### config.mk
export PLATFORM = sky130hd
export DESIGN_NAME = packet_width_downsizer_flat
export DESIGN_NICKNAME = d
export VERILOG_FILES = /design/src/rtl/packet_width_downsizer_if.sv /design/src/rtl/packet_width_downsizer.sv /design/src/flat_wrapper.sv
export SDC_FILE = /design/constraint.sdc
export NUM_CORES = 1
export LEC_CHECK = 0
export ABC_AREA = 1
export CAP_MARGIN = 25
export CORE_MARGIN = 1
export CORE_UTILIZATION = 50
export CTS_CLUSTER_SIZE = 20
export DETAILED_ROUTE_END_ITERATION = 12
export PLACE_DENSITY = 0.91
export SLEW_MARGIN = 20
export SYNTH_ARGS = -nofsm -noshare
export SYNTH_HDL_FRONTEND = slang
export SYNTH_SLANG_ARGS = --single-unit
### constraint.sdc
create_clock -name clock_clk -period 12.4 [get_ports clock_clk]
set_input_delay 3.1 -clock clock_clk [delete_from_list [all_inputs] [get_ports clock_clk]]
set_output_delay 3.1 -clock clock_clk [all_outputs]
set_load 0.05 [all_outputs]
### src/rtl/packet_width_downsizer_if.sv
// Avalon-ST sink/source bundle for packet_width_downsizer.
// asi_in0_empty exists only with PACKET_WIDTH_DOWNSIZER_EMPTY_EN.
interface packet_width_downsizer_if #(
  parameter int IN_WIDTH  = 256,
  parameter int OUT_WIDTH = 32
);
  localparam int RATIO = IN_WIDTH / OUT_WIDTH;
  localparam int EW    = (RATIO < 2) ? 1 : $clog2(RATIO);

  logic [IN_WIDTH-1:0]  asi_in0_data;
  logic                 asi_in0_valid;
  logic                 asi_in0_startofpacket;
  logic                 asi_in0_endofpacket;
`ifdef PACKET_WIDTH_DOWNSIZER_EMPTY_EN
  logic [EW-1:0]        asi_in0_empty;
`endif
  logic                 asi_in0_ready;
  logic [OUT_WIDTH-1:0] aso_out0_data;
  logic                 aso_out0_valid;
  logic                 aso_out0_startofpacket;
  logic                 aso_out0_endofpacket;
  logic                 aso_out0_ready;

  modport slave (
    input  asi_in0_data,
    input  asi_in0_valid,
    input  asi_in0_startofpacket,
    input  asi_in0_endofpacket,
`ifdef PACKET_WIDTH_DOWNSIZER_EMPTY_EN
    input  asi_in0_empty,
`endif
    output asi_in0_ready,
    output aso_out0_data,
    output aso_out0_valid,
    output aso_out0_startofpacket,
    output aso_out0_endofpacket,
    input  aso_out0_ready
  );

  modport master (
    output asi_in0_data,
    output asi_in0_valid,
    output asi_in0_startofpacket,
    output asi_in0_endofpacket,
`ifdef PACKET_WIDTH_DOWNSIZER_EMPTY_EN
    output asi_in0_empty,
`endif
    input  asi_in0_ready,
    input  aso_out0_data,
    input  aso_out0_valid,
    input  aso_out0_startofpacket,
    input  aso_out0_endofpacket,
    output aso_out0_ready
  );
endinterface

### src/rtl/packet_width_downsizer.sv
// Wide-to-narrow Avalon-ST packet serializer with out-of-packet drop count.
// Define PACKET_WIDTH_DOWNSIZER_EMPTY_EN to honour asi_in0_empty on EOP beats.
module packet_width_downsizer #(
  parameter int IN_WIDTH  = 256,
  parameter int OUT_WIDTH = 32,
  parameter bit MSB_FIRST = 1'b1
) (
  input  logic                      clock_clk,
  input  logic                      reset_reset,
  packet_width_downsizer_if.slave   st,
  output logic [15:0]               drop_count
);
  localparam int RATIO = IN_WIDTH / OUT_WIDTH;
  localparam int EW    = (RATIO < 2) ? 1 : $clog2(RATIO);
  localparam logic [EW-1:0] CNT_MAX = EW'(RATIO - 1);

  generate
    if ((IN_WIDTH % OUT_WIDTH) != 0 || RATIO < 2) begin : g_bad_ratio
      $error("IN_WIDTH must be a multiple of OUT_WIDTH, ratio >= 2");
    end
  endgenerate

  typedef enum logic {
    OUT_PKT,
    IN_PKT
  } pkt_e;

  pkt_e pkt_q, pkt_d;

  logic [RATIO-1:0][OUT_WIDTH-1:0] hold_data;
  logic          hold_valid;
  logic          hold_sop;
  logic          hold_eop;
  logic [EW-1:0] cnt;
  logic [EW-1:0] last;
  logic [EW-1:0] sel;
  logic          in_ready;
  logic          acc;
  logic          keep;
  logic          drop;
  logic          out_hs;
  logic          last_hs;

`ifdef PACKET_WIDTH_DOWNSIZER_EMPTY_EN
  logic [EW-1:0] hold_empty;
  assign last = hold_eop ? (CNT_MAX - hold_empty) : CNT_MAX;
`else
  assign last = CNT_MAX;
`endif

  assign out_hs   = hold_valid && st.aso_out0_ready;
  assign last_hs  = out_hs && (cnt == last);
  assign in_ready = !hold_valid || last_hs;
  assign acc      = st.asi_in0_valid && in_ready;

  // Packet tracking is independent of whether HOLD is occupied.
  always_comb begin
    pkt_d = pkt_q;
    keep  = 1'b0;
    drop  = 1'b0;
    if (acc) begin
      unique case (1'b1)
        st.asi_in0_startofpacket,
        (pkt_q == IN_PKT): begin
          keep  = 1'b1;
          pkt_d = st.asi_in0_endofpacket ? OUT_PKT : IN_PKT;
        end
        default: drop = 1'b1;
      endcase
    end
  end

  always_ff @(posedge clock_clk or posedge reset_reset) begin
    if (reset_reset) pkt_q <= OUT_PKT;
    else             pkt_q <= pkt_d;
  end

  always_ff @(posedge clock_clk or posedge reset_reset) begin
    if (reset_reset) begin
      hold_data  <= '0;
      hold_valid <= 1'b0;
      hold_sop   <= 1'b0;
      hold_eop   <= 1'b0;
`ifdef PACKET_WIDTH_DOWNSIZER_EMPTY_EN
      hold_empty <= '0;
`endif
      cnt        <= '0;
      drop_count <= '0;
    end else begin
      if (keep) begin
        hold_data  <= st.asi_in0_data;
        hold_valid <= 1'b1;
        hold_sop   <= st.asi_in0_startofpacket;
        hold_eop   <= st.asi_in0_endofpacket;
`ifdef PACKET_WIDTH_DOWNSIZER_EMPTY_EN
        hold_empty <= st.asi_in0_endofpacket ? st.asi_in0_empty : '0;
`endif
        cnt        <= '0;
      end else if (last_hs) begin
        hold_valid <= 1'b0;
        cnt        <= '0;
      end else if (out_hs) begin
        cnt <= cnt + EW'(1);
      end
      if (drop && drop_count != 16'hFFFF)
        drop_count <= drop_count + 16'd1;
    end
  end

  assign sel = MSB_FIRST ? (CNT_MAX - cnt) : cnt;

  assign st.asi_in0_ready          = in_ready;
  assign st.aso_out0_valid         = hold_valid;
  assign st.aso_out0_data          = hold_data[sel];
  assign st.aso_out0_startofpacket = hold_valid && hold_sop && (cnt == '0);
  assign st.aso_out0_endofpacket   = hold_valid && hold_eop && (cnt == last);
endmodule

### src/flat_wrapper.sv
// flat-port wrapper written by rule: the top's interface ports become plain ports
module packet_width_downsizer_flat 
#(
  parameter int IN_WIDTH  = 256,
  parameter int OUT_WIDTH = 32,
  parameter bit MSB_FIRST = 1'b1
)
  (clock_clk, reset_reset, drop_count, st_asi_in0_data, st_asi_in0_valid, st_asi_in0_startofpacket, st_asi_in0_endofpacket, st_asi_in0_ready, st_aso_out0_data, st_aso_out0_valid, st_aso_out0_startofpacket, st_aso_out0_endofpacket, st_aso_out0_ready);
  packet_width_downsizer_if #(.IN_WIDTH(IN_WIDTH), .OUT_WIDTH(OUT_WIDTH)) st_i ();
  input  logic clock_clk;
  input  logic reset_reset;
  output logic [15:0] drop_count;
  input wire logic [$bits(st_i.asi_in0_data)-1:0] st_asi_in0_data;
  input wire logic [$bits(st_i.asi_in0_valid)-1:0] st_asi_in0_valid;
  input wire logic [$bits(st_i.asi_in0_startofpacket)-1:0] st_asi_in0_startofpacket;
  input wire logic [$bits(st_i.asi_in0_endofpacket)-1:0] st_asi_in0_endofpacket;
  output wire logic [$bits(st_i.asi_in0_ready)-1:0] st_asi_in0_ready;
  output wire logic [$bits(st_i.aso_out0_data)-1:0] st_aso_out0_data;
  output wire logic [$bits(st_i.aso_out0_valid)-1:0] st_aso_out0_valid;
  output wire logic [$bits(st_i.aso_out0_startofpacket)-1:0] st_aso_out0_startofpacket;
  output wire logic [$bits(st_i.aso_out0_endofpacket)-1:0] st_aso_out0_endofpacket;
  input wire logic [$bits(st_i.aso_out0_ready)-1:0] st_aso_out0_ready;
  assign st_i.asi_in0_data = st_asi_in0_data;
  assign st_i.asi_in0_valid = st_asi_in0_valid;
  assign st_i.asi_in0_startofpacket = st_asi_in0_startofpacket;
  assign st_i.asi_in0_endofpacket = st_asi_in0_endofpacket;
  assign st_asi_in0_ready = st_i.asi_in0_ready;
  assign st_aso_out0_data = st_i.aso_out0_data;
  assign st_aso_out0_valid = st_i.aso_out0_valid;
  assign st_aso_out0_startofpacket = st_i.aso_out0_startofpacket;
  assign st_aso_out0_endofpacket = st_i.aso_out0_endofpacket;
  assign st_i.aso_out0_ready = st_aso_out0_ready;
  packet_width_downsizer #(.IN_WIDTH(IN_WIDTH), .OUT_WIDTH(OUT_WIDTH), .MSB_FIRST(MSB_FIRST)) u_core (.clock_clk(clock_clk), .reset_reset(reset_reset), .st(st_i), .drop_count(drop_count));
endmodule
==> flow_summary.ini <==
[cts]
clk_pin_slew_ps = 60
postCtsSetupRepairBufs = 0
clock-sinks = 279
tritoncts = built
clk_root_buffer_cell = clkbuf_16
cts-hold-fix-buffers = 0
cts-buffers-inserted = 29
worstSkewPairLatency_ps = 540
htreeDepth = 1
clockBufferDepth = 3
ctsResizeCount = 0

[timing]
hold_viol = 0
finalMaxSlewViolations = 0
skew_ps = 9.74
min_period_ps = 7740
fin_setup_tns_ps = 0
timing.fmax_ghz = 0.129
rsz0062_at_grt = false
setup_violations = 0
hold_slack_ps = 473
max-slew-margin-rel = 0.348
worstMarginPinSlew_ps = 977
min_period_over_period = 0.624

[worst_setup_path]
reg2reg_slack_ps = 7740
cp.arrival_ps = 4640
setup.worst_path.end_class = output port
path_buf_inv = 2
critPathKind = in2out
cp_slowest_cell = clkdlybuf4s50_1
cp_common_cell = clkdlybuf4s50_1
max_stage_delay_ps = 810
r2r_start = u_core.cnt[1]
crit_fanout = 4
cp_top_family = buffers and inverters
r2r_cells = 11
r2r_end = u_core.hold_data[199]
cp.required_ps = 9300
critPathLaunchType = input port
path_cells = clkdlybuf4s50_1 > nand2_1 > nand2_2 > clkdlybuf4s50_1

[run_status]
status = finished clean

[floorplan]
start_util = 0.516
pin_count = 314
rows = 58
fp.dieH_um = 164
die_w_um = 164
core_um2 = 25500
die_area_um2 = 27000

[yosys]
yosysTopAreaCell = dfrtp_1
synth_area_leaders = dfrtp_1 (53%), nand2_1 (24%), o21ai_0 (7.6%)
yosysWarnings = 0
syn_area_per_cell_um2 = 7.59
ys_ff_latch = 279
syn-num-nets = 1998
seq_area_frac_synth = 0.531
synth_cell_types = 29
syn_inst = 1732
synth_top_area_share = 0.531
syn_area_um2 = 13200

[placement]
dp_hpwl_um = 27500
place_area_um2 = 16300
gp_congestion = 0.899
port_buffers = 313

[global_routing]
antenna_found_initial = 1
grt_max_degree = 145
grt.total_usage = 0.308
grt_pass1_wl_um = 64300
grt_pass1_vias = 12600
gr-total-overflow = 0

[run]
cap_violations = 0

[detailed_routing]
drt-initial-drc-count = 1390
wl_um = 41600
drtAntennaViolNets = 0
num_vias = 12800
wire_per_inst_um = 17.8
drcViolationCount = 0
first_pass_iters = 6
vias_per_cell = 5.48

[hold_path]
holdPathStages = 2
hold_end = u_core.hold_data[57]
hp-class = reg2reg
hp-start = u_core.hold_data[57]

[cells_and_area]
final_nets = 2248
finalInstanceArea_um2 = 17300
area_delta_synth_final_pct = 31.6
antenna_cells = 0
final_layout_size_suffix_gt1_frac = 0.0404
fill_cells = 1952

[power_and_ir_drop]
leakage_nw = 8.37
p_clk_frac = 0.193
power_density_nw_per_um2 = 263
p_switching_mw = 2.02
p_seq_frac = 0.346
power_frac_comb = 0.461
p_int_mw = 2.53
netSwitchingFraction = 0.444
peakVddDrop_uv = 285
-- logic make-up after synthesis --
family / synth area share
XOR/XNOR: 0.00466
AND/OR/NAND/NOR: 0.274
AO/OA/AOI/OAI: 0.123
flip-flops: 0.531
adder cells (fa/ha/maj): 0.00381
buffers and inverters: 0.0639
-- metal layers --
layer  vias to the layer above  wire (um)  part of all wire  track usage
li1                       5914          -                 -            -
met1                      6054      15800              0.38        0.379
met2                       671      19700              0.47        0.509
met3                       151       3640             0.088       0.0568
met4                         2       2470             0.059        0.177
met5                         -         13           0.00031            0
-- worst register-to-register path, delay by kind of cell, from the launching register on --
family,cells,cell delay (ps)
adder cells (fa/ha/maj),2,540
flip-flops,1,810
AND/OR/NAND/NOR,3,280
AO/OA/AOI/OAI,1,280
buffers and inverters,5,2590
-- synth_stat cells, drive strengths merged --
| cell type | count |
|---|---|
| o21a | 1 |
| xnor2 | 5 |
| o22ai | 11 |
| nand2 | 835 |
| clkinv | 3 |
| nand3 | 7 |
| clkbuf | 28 |
| nand4 | 5 |
| o21ai | 244 |
| xor2 | 2 |
| buf | 80 |
| a21oi | 56 |
| ha | 4 |
| nor2 | 98 |
| o21bai | 1 |
| inv | 73 |
| dfrtp | 279 |
-- stage by stage --
step           setup slack (ps)   util  power [mW]  instances
2_1_floorplan              1610      -        2.93       1732
3_3_place_gp               4690  0.638        3.55       2278
3_5_place_dp               4660  0.638        3.64       2278
4_1_cts                    4660  0.676        4.55       2331
5_1_grt                    4620  0.679        4.84       2334
6_report                   4660  0.679        4.56       2334
-- layout by cell type (no fill, tap or decap), types with 3 or more instances in the layout --
cell             netlist  layout
clkbuf_1              28       8
o21ai_1               37      37
a21oi_1               56      56
dfrtp_1              279     277
nand2_1              830     830
nand4_1                5       5
clkinv_2               1       5
nand2_2                5       5
clkdlybuf4s50_1        0     313
o21ai_2                5       5
bufinv_16              0       3
buf_4                 15      11
buf_16                 0       3
clkinvlp_4             0       3
ha_1                   4       4
inv_1                 71      70
clkbuf_16              0      29
o21ai_0              201     201
clkbuf_8               0       5
o22ai_1               11      11
nand3_1                5       5
xnor2_1                5       5
nor2_1                95      95
-- power by group through the flow --
stage / Sequential [mW] / Combinational (mW) / Clock [mW]
floorplan: 1.48 / 1.44 / 0
global placement: 1.55 / 2.00 / 0
detailed placement: 1.58 / 2.06 / 0
CTS: 1.57 / 2.09 / 0.891
global route: 1.62 / 2.29 / 0.926
finish: 1.58 / 2.10 / 0.881
-- sequential cells by signal, summed over array words and instances, names as in the netlist --
| signal | count |
|---|---|
| u_core.hold_data | 256 |
| u_core.drop_count | 16 |
| u_core.cnt | 3 |
| u_core.hold_eop | 1 |
| u_core.hold_sop | 1 |
| u_core.pkt_q | 1 |
| u_core.st.aso_out0_valid | 1 |
-- how the worst max path moves through the flow --
stage                 startpoint               end  slack (ps)  depth (start not counted)
3_5_place_dp   st_aso_out0_ready  st_asi_in0_ready        4660                          4
6_report       st_aso_out0_ready  st_asi_in0_ready        4660                          4
3_3_place_gp   st_aso_out0_ready  st_asi_in0_ready        4690                          4
2_1_floorplan        reset_reset     u_core.cnt[0]        1610                          1
4_1_cts        st_aso_out0_ready  st_asi_in0_ready        4660                          4
5_1_grt        st_aso_out0_ready  st_asi_in0_ready        4620                          4
-- final cells by class --
class                           count  area (um^2)  area share
Sequential cell                   279         6990       0.404
Multi-Input combinational cell   1269         5340       0.308
Timing Repair Buffer              327         3300       0.191
Clock buffer                       42          825      0.0476
Tap cell                          330          413      0.0239
Inverter                           76          302      0.0174
Clock inverter                     11          141     0.00817
Power figures use the tool's default switching activity.
